[src/rtl/vga_pkg.sv]
// Shared VGA raster constants: coordinate width, default 640x480@60 timing and a range helper.
// Purely declarative; no logic or state.
package vga_pkg;

    localparam int unsigned COORD_W   = 10;
    localparam int unsigned MAX_TOTAL = 1 << COORD_W;

    localparam int unsigned DEF_CLK_DIV  = 4;
    localparam int unsigned DEF_H_ACTIVE = 640;
    localparam int unsigned DEF_H_FP     = 16;
    localparam int unsigned DEF_H_SYNC   = 96;
    localparam int unsigned DEF_H_BP     = 48;
    localparam int unsigned DEF_V_ACTIVE = 480;
    localparam int unsigned DEF_V_FP     = 10;
    localparam int unsigned DEF_V_SYNC   = 2;
    localparam int unsigned DEF_V_BP     = 33;

    localparam int unsigned DEF_H_TOTAL      = DEF_H_ACTIVE + DEF_H_FP + DEF_H_SYNC + DEF_H_BP;
    localparam int unsigned DEF_V_TOTAL      = DEF_V_ACTIVE + DEF_V_FP + DEF_V_SYNC + DEF_V_BP;
    localparam int unsigned DEF_H_SYNC_START = DEF_H_ACTIVE + DEF_H_FP;
    localparam int unsigned DEF_H_SYNC_END   = DEF_H_SYNC_START + DEF_H_SYNC - 1;
    localparam int unsigned DEF_V_SYNC_START = DEF_V_ACTIVE + DEF_V_FP;
    localparam int unsigned DEF_V_SYNC_END   = DEF_V_SYNC_START + DEF_V_SYNC - 1;

    function automatic logic in_range(input logic [COORD_W-1:0] val,
                                      input int unsigned lo,
                                      input int unsigned hi);
        return (32'(val) >= lo) && (32'(val) <= hi);
    endfunction

endpackage

[src/rtl/clk_en_div.sv]
// Clock-enable divider: registered one-cycle ce every DIV clocks, first ce DIV clocks after reset.
// No backpressure; DIV=1 holds ce high after the first clock out of reset.
module clk_en_div #(
    parameter int unsigned DIV = 4
) (
    input  logic clk,
    input  logic rst_n,
    output logic ce
);

    localparam int unsigned CW = (DIV > 1) ? $clog2(DIV) : 1;
    localparam logic [CW-1:0] DIV_LAST = CW'(DIV - 1);

    logic [CW-1:0] div_q, div_d;
    logic          ce_q;

    always_comb begin
        div_d = (div_q == DIV_LAST) ? '0 : div_q + CW'(1);
    end

    always_ff @(posedge clk) begin
        if (!rst_n) begin
            div_q <= '0;
            ce_q  <= 1'b0;
        end else begin
            div_q <= div_d;
            ce_q  <= (div_q == DIV_LAST);
        end
    end

    assign ce = ce_q;

endmodule

[src/rtl/vga_timing_gen.sv]
// VGA raster timing: pixel tick, h/v counters and sync/blank/frame_start, all registered together.
// Counts advance on the clock edge that ends a pix_ce cycle; no backpressure, free running.
module vga_timing_gen
    import vga_pkg::*;
#(
    parameter int unsigned CLK_DIV  = DEF_CLK_DIV,
    parameter int unsigned H_ACTIVE = DEF_H_ACTIVE,
    parameter int unsigned H_FP     = DEF_H_FP,
    parameter int unsigned H_SYNC   = DEF_H_SYNC,
    parameter int unsigned H_BP     = DEF_H_BP,
    parameter int unsigned V_ACTIVE = DEF_V_ACTIVE,
    parameter int unsigned V_FP     = DEF_V_FP,
    parameter int unsigned V_SYNC   = DEF_V_SYNC,
    parameter int unsigned V_BP     = DEF_V_BP,
    parameter bit          SYNC_POL = 1'b0
) (
    input  logic               clk,
    input  logic               rst_n,
    output logic               pix_ce,
    output logic [COORD_W-1:0] hcount,
    output logic [COORD_W-1:0] vcount,
    output logic               hsync,
    output logic               vsync,
    output logic               blank,
    output logic               frame_start
);

    localparam int unsigned H_TOTAL      = H_ACTIVE + H_FP + H_SYNC + H_BP;
    localparam int unsigned V_TOTAL      = V_ACTIVE + V_FP + V_SYNC + V_BP;
    localparam int unsigned H_SYNC_START = H_ACTIVE + H_FP;
    localparam int unsigned H_SYNC_END   = H_SYNC_START + H_SYNC - 1;
    localparam int unsigned V_SYNC_START = V_ACTIVE + V_FP;
    localparam int unsigned V_SYNC_END   = V_SYNC_START + V_SYNC - 1;

    localparam logic [COORD_W-1:0] H_LAST = COORD_W'(H_TOTAL - 1);
    localparam logic [COORD_W-1:0] V_LAST = COORD_W'(V_TOTAL - 1);

    if (H_TOTAL > MAX_TOTAL || V_TOTAL > MAX_TOTAL) begin : g_bad_total
        $error("vga_timing_gen: H_TOTAL/V_TOTAL exceed counter range");
    end
    if (CLK_DIV < 1) begin : g_bad_div
        $error("vga_timing_gen: CLK_DIV must be >= 1");
    end

    logic               tick;
    logic [COORD_W-1:0] hcount_q, hcount_d;
    logic [COORD_W-1:0] vcount_q, vcount_d;
    logic               hsync_q, hsync_d;
    logic               vsync_q, vsync_d;
    logic               blank_q, blank_d;
    logic               frame_start_q;

    clk_en_div #(
        .DIV (CLK_DIV)
    ) u_pix_div (
        .clk   (clk),
        .rst_n (rst_n),
        .ce    (tick)
    );

    // Decode from the next counts so sync/blank land on the same edge as the counters.
    always_comb begin
        hcount_d = hcount_q + COORD_W'(1);
        vcount_d = vcount_q;
        if (hcount_q == H_LAST) begin
            hcount_d = '0;
            vcount_d = (vcount_q == V_LAST) ? '0 : vcount_q + COORD_W'(1);
        end
        hsync_d = in_range(hcount_d, H_SYNC_START, H_SYNC_END) ? SYNC_POL : ~SYNC_POL;
        vsync_d = in_range(vcount_d, V_SYNC_START, V_SYNC_END) ? SYNC_POL : ~SYNC_POL;
        blank_d = (32'(hcount_d) >= H_ACTIVE) || (32'(vcount_d) >= V_ACTIVE);
    end

    always_ff @(posedge clk) begin
        if (!rst_n) begin
            hcount_q      <= '0;
            vcount_q      <= '0;
            hsync_q       <= ~SYNC_POL;
            vsync_q       <= ~SYNC_POL;
            blank_q       <= 1'b0;
            frame_start_q <= 1'b0;
        end else begin
            frame_start_q <= 1'b0;
            if (tick) begin
                hcount_q      <= hcount_d;
                vcount_q      <= vcount_d;
                hsync_q       <= hsync_d;
                vsync_q       <= vsync_d;
                blank_q       <= blank_d;
                frame_start_q <= (hcount_d == '0) && (vcount_d == '0);
            end
        end
    end

    assign pix_ce      = tick;
    assign hcount      = hcount_q;
    assign vcount      = vcount_q;
    assign hsync       = hsync_q;
    assign vsync       = vsync_q;
    assign blank       = blank_q;
    assign frame_start = frame_start_q;

endmodule

[config.mk]
export PLATFORM = sky130hd
export DESIGN_NAME = vga_timing_gen
export DESIGN_NICKNAME = d
export VERILOG_FILES = /design/src/rtl/vga_pkg.sv /design/src/rtl/clk_en_div.sv /design/src/rtl/vga_timing_gen.sv
export SDC_FILE = /design/constraint.sdc
export NUM_CORES = 1
export LEC_CHECK = 0
export ABC_AREA = 1
export ABC_CLOCK_PERIOD_IN_PS = 1900
export CAP_MARGIN = 10
export CORE_ASPECT_RATIO = 0.75
export CORE_MARGIN = 2
export CORE_UTILIZATION = 35
export DETAILED_ROUTE_END_ITERATION = 10
export PLACE_DENSITY = 0.56
export SETUP_SLACK_MARGIN = 0.15
export SLEW_MARGIN = 0
export SYNTH_ARGS = -nofsm -noshare
export SYNTH_HDL_FRONTEND = slang
export SYNTH_SLANG_ARGS = --single-unit
[constraint.sdc]
create_clock -name clk -period 1.9 [get_ports clk]
set_input_delay 0.475 -clock clk [delete_from_list [all_inputs] [get_ports clk]]
set_output_delay 0.475 -clock clk [all_outputs]
set_load 0.1 [all_outputs]
======== Word-level counts from Yosys, hierarchy flattened ========
Index checks and enable logic that the tools add are counted.
storage, ports and cells
  register bits after elaboration ......... 27
  input bits .............................. 2
  output and inout port bits .............. 25
  logic and storage cells ................. 34
cells by class
  $add $sub $neg .......................... 3
  $lt $le $gt $ge ......................... 6
  equality and inequality tests ........... 3
  multiplexer cells ....................... 5
  bitwise operators ....................... 1
  reduce and logical (&&, ||, !) cells .... 8
operators by type and width
  operator                                                                            number
  10-bit 2-to-1 mux                                                                   3
  10-bit by 1-bit adder with 10-bit output (second input constant)                    2
  10-bit == test (second input constant)                                              2
  10-bit >= comparator (second input constant)                                        2
  10-bit by 9-bit >= comparator with 1-bit output (second input constant)             2
  10-bit zero test                                                                    2
  10-bit less-or-equal comparator (second input constant)                             1
  10-bit by 9-bit less-or-equal comparator with 1-bit output (second input constant)  1
  1-bit logical AND                                                                   3
  2-bit by 1-bit adder with 2-bit output (second input constant)                      1
  2-bit == test (second input constant)                                               1
  1-bit 2-to-1 mux                                                                    2
  2-bit AND reduction                                                                 1
  2-bit OR reduction                                                                  1
  1-bit logical OR                                                                    1
  1-bit inverter                                                                      1

======== Depth between registers and ports, before layout ========
  word-level depth ........................ 6
  gate-level depth with buffers ........... 14
  depth with buffers taken out ............ 14

======== Modules after synthesis ========
Synthesis repeated with hierarchy kept, for this count alone.
unflattened totals
  cells, all modules ...................... 300
  area, all modules ....................... 1858.0 µm²
modules (own cells, without submodules)
  module          times used  cells an instance  area each (µm²)  seq. area each (µm²)
  vga_timing_gen  1           289                1759.2           480.5
  clk_en_div      1           11                 98.8             60.1

======== Worst setup path after synthesis ========
OpenSTA, ideal clock, no wires.
  path type ............................... register to register
  from .................................... reg hcount_q[0] (netlist: hcount[0])
  to ...................................... reg vsync_q (netlist: vsync)
  library setup time ...................... 0.117 ns
  arrival time ............................ 2.501 ns
  data required time ...................... 1.783 ns
  setup slack ............................. -0.718 ns
  stages on the path, launching flop included .. 14
  buffers on the path ..................... 1
  clock period less this slack ............ 2.618 ns
  cell sequence ........................... dfxtp_1 ha_1 nand2_4 nor2_8 inv_4 nor2_8 buf_12 nand3_2 o21ai_2 nand2_2 nor2_1 nand2_1 nand2_1 nand2_1
between the ends
  cells in the longest elaborated chain, start to end .. 5
  elaborated cells on any way between the ends .. 6
  classes of those cells .................. order compare: 2; eq/ne: 1; mux: 2; reduce/logical: 1
RTL lines
  element                                                                                                                        RTL line              RTL
  start: declaration                                                                                                             vga_timing_gen.sv:46  logic [COORD_W-1:0] hcount_q, hcount_d;
  start signal: assignment                                                                                                       vga_timing_gen.sv:85  hcount_q <= hcount_d;
  10-bit == test *                                                                                                               vga_timing_gen.sv:65  if (hcount_q == H_LAST) begin
  10-bit 2-to-1 mux *                                                                                                            vga_timing_gen.sv:65
  10-bit by 9-bit >= comparator with 1-bit output or 10-bit by 9-bit less-or-equal comparator with 1-bit output (tied branches)  vga_pkg.sv:28         return (32'(val) >= lo) && (32'(val) <= hi);
  1-bit logical AND *                                                                                                            vga_pkg.sv:28
  1-bit 2-to-1 mux *                                                                                                             vga_timing_gen.sv:70  vsync_d = in_range(vcount_d, V_SYNC_START, V_SYNC_END) ? SYNC_POL : ~SYNC_POL;
  end signal: assignment                                                                                                         vga_timing_gen.sv:79  vsync_q <= ~SYNC_POL;
  end signal: assignment                                                                                                         vga_timing_gen.sv:88  vsync_q <= vsync_d;
  end: declaration                                                                                                               vga_timing_gen.sv:49  logic vsync_q, vsync_d;
Mark *: on every way between the ends. The rest lies on a longest branch, timed or not.
A chain may end at the register's enable or synchronous reset.

======== Final worst setup path ========
  from .................................... reg hcount_q[4] (netlist: hcount[4])
  to ...................................... reg hsync_q (netlist: hsync)
between the ends
  cells in the longest elaborated chain, start to end .. 5
  elaborated cells on any way between the ends .. 7
  classes of those cells .................. add/sub: 1; order compare: 2; eq/ne: 1; mux: 2; reduce/logical: 1
RTL lines
  element                                                                     RTL line                                    RTL
  10-bit by 1-bit adder with 10-bit output or 10-bit == test (tied branches)  vga_timing_gen.sv:63, vga_timing_gen.sv:65
  10-bit 2-to-1 mux *                                                         vga_timing_gen.sv:65
  10-bit >= comparator or 10-bit less-or-equal comparator (tied branches)     vga_pkg.sv:28
  1-bit logical AND *                                                         vga_pkg.sv:28
  1-bit 2-to-1 mux *                                                          vga_timing_gen.sv:69                        hsync_d = in_range(hcount_d, H_SYNC_START, H_SYNC_END) ? SYNC_POL : ~SYNC_POL;
  end signal: assignment                                                      vga_timing_gen.sv:78                        hsync_q <= ~SYNC_POL;
  end signal: assignment                                                      vga_timing_gen.sv:87                        hsync_q <= hsync_d;
  end: declaration                                                            vga_timing_gen.sv:48                        logic hsync_q, hsync_d;
Marks and branches as above.

==> results.json <==
{
  "status": "finished, final reports clean",
  "area_growth_pct": 51.8,
  "rows": 22,
  "regArea_um2": 594,
  "routed_wl_um": 5330,
  "layout_common_cells": "74 x nand2_1, 40 x inv_1, 27 x buf_12",
  "cts_max_level": 1,
  "setup_slack_ps": 215,
  "tightest_slew_ps": 417,
  "startpoint": "hcount[4]$_SDFFE_PN0P_",
  "cts_buffer_depth": 2,
  "fill_cells": 446,
  "crit_arrival_ps": 1870,
  "critPathKind": "flop to flop",
  "fin_crit_sh": 0.887,
  "num-nets-final": 331,
  "fmax_mhz": 593,
  "cap_violations": 0,
  "first_global_vias": 1636,
  "relSlewSlack": 0.722,
  "syn_area_per_cell_um2": 6.31,
  "rsz0062_at_grt": "no",
  "ant_nets": 0,
  "start_util": 0.365,
  "io_buffers": 26,
  "reg2reg_from": "hcount[4]$_SDFFE_PN0P_",
  "period_needed_ps": 1690,
  "core-area_mm2": 0.00493,
  "hold_buffers": 0,
  "fin_skew_ps": 3.79,
  "final_common_cell": "nand2_1",
  "multi_input_area_mm2": 0.00121,
  "grt_overflow_total": 0,
  "hpwl_um": 3660,
  "ios": 27,
  "powerDensity_mw_per_mm2": 501,
  "vdd_drop_max_uv": 323,
  "cts_tree": "built",
  "final_hold_viol_count": 0,
  "crit_required_ps": 2090,
  "crit_path_end_kind": "flop",
  "place.gp.congestion": 0.874,
  "synthCells": 285,
  "setup_viol": 0,
  "hold_path_startpoint": "u_pix_div.div_q[0]$_SDFF_PP0_",
  "die_w_um": 86.8,
  "grt_antenna_before_repair": 0,
  "grt_max_degree": 26,
  "reg2reg_slack_ps": 210,
  "dieArea_mm2": 0.00573,
  "drc": 0,
  "num_vias": 1980,
  "synth_flop_cell": "dfxtp_1",
  "ys_seq_area_frac": 0.301,
  "antennaDiodeCount": 0,
  "startpoint_type": "flop",
  "utilization": 0.554,
  "ys.warnings.count": 0,
  "clock-sinks": 27,
  "vias_per_cell": 5.18,
  "cellLeakagePower_uw": 0.00126,
  "clk_latency_ps": 280,
  "post-place-ws_ps": 33.0,
  "synthesis.nets": 293,
  "hold_class": "flop to flop",
  "dr.pass1.iters": 6,
  "synth_edf_count": 0,
  "finalPower_uw": 1370,
  "yosysUniqueCellTypes": 26,
  "grt_pass1_wl_um": 8260,
  "drt_iter0_markers": 212,
  "wire_per_inst_um": 13.9,
  "path_max_fanout": 4,
  "die_h_um": 66.1,
  "clk_pin_slew_ps": 100,
  "ys_ff_latch": 27,
  "ys_async_sr_fraction": 0,
  "drive_above_1_share": 0.335,
  "track_usage": 0.185,
  "root_buffer": "clkbuf_8",
  "cts_buffers": 3,
  "mappedNetlistArea_mm2": 0.00180,
  "maxSlewViolCount": 0,
  "setup_tns_ps": 0
}
## area by class of cell
cell class                 count  area share
sequential                    27       0.218
clock inverter                 1     0.00321
timing repair buffer          40       0.235
clock buffer                   3      0.0151
tap                           60      0.0275
multi-input combinational    209       0.442
inverter                      42      0.0596
## cell usage after synthesis, types with 3 or more instances
master    instances  share of area
o211ai_1          4          0.017
dfxtp_1          27           0.30
inv_1            41          0.086
clkbuf_1          6          0.013
nand3_1          29          0.081
nand2_1          81           0.17
a21oi_1          18          0.050
a211oi_1          3          0.013
ha_1              6          0.042
nand4_1           7          0.024
nand2_2           3          0.010
o21ai_0          16          0.045
nor2_1           27          0.056
## cell families (layout without fill, tap and decap cells)
family | count (synthesis) | after routing | share of synthesized area
fa+ha+maj | 6 | 6 | 0.0418
xor+xnor | 3 | 3 | 0.0146
simple gates | 155 | 157 | 0.390
buf+inv | 51 | 86 | 0.120
flops | 27 | 27 | 0.301
compound gates | 43 | 43 | 0.133
## where the power goes
| part | internal, uW | switching, uW | total, uW |
|---|---|---|---|
| clock | 154 | 205 | 360 |
| combinational | 131 | 245 | 376 |
| sequential | 585 | 47.3 | 633 |
| total | 870 | 498 | 1370 |
## stage by stage
step | cell area [um2] | hold WS (ps) | cells
after CTS | 2560 | 444 | 376
final | 2730 | 441 | 382
after global routing | 2730 | 456 | 382
after global placement | 2460 | 421 | 369
after detailed placement | 2460 | 428 | 369
after floorplan | 1880 | 408 | 285
## critical path, cell delays in order (launching register included)
cell and delay, ps:
dfxtp_4 390, nand2_1 160, nor2_1 250, nand2_1 130
xor2_2 180, buf_4 150, nor2_2 110, nand3_2 80
nand2_1 70, nand2_1 50
## worst paths after layout
kind | depth (start not counted) | end
max | 9 | hsync$_SDFFE_PN1P_
max reg2reg | 9 | hsync$_SDFFE_PN1P_
min | 1 | u_pix_div.div_q[0]$_SDFF_PP0_
min reg2reg | 1 | u_pix_div.div_q[0]$_SDFF_PP0_
## repair_timing
| item | CTS | global route |
|---|---|---|
| gates resized for setup | 4 | 30 |
| setup buffers | 2 | 5 |
| endpoints found under the setup margin | 5 | 8 |
| gates cloned | 1 | 1 |
| pin swaps | 1 | 6 |
## layer usage
layer	vias to the layer above	global-route usage	share of wire
met5	-	0	0
met4	0	0.0332	0.0051
met3	4	0.0400	0.092
met2	99	0.249	0.41
met1	879	0.295	0.49
li1	998	-	-
## sequential cells by signal, indices dropped and copies added (netlist names)
name             flops
blank                1
frame_start          1
hcount              10
hsync                1
u_pix_div.ce         1
u_pix_div.div_q      2
vcount              10
vsync                1
No activity file was read; power rests on OpenSTA's default activity.
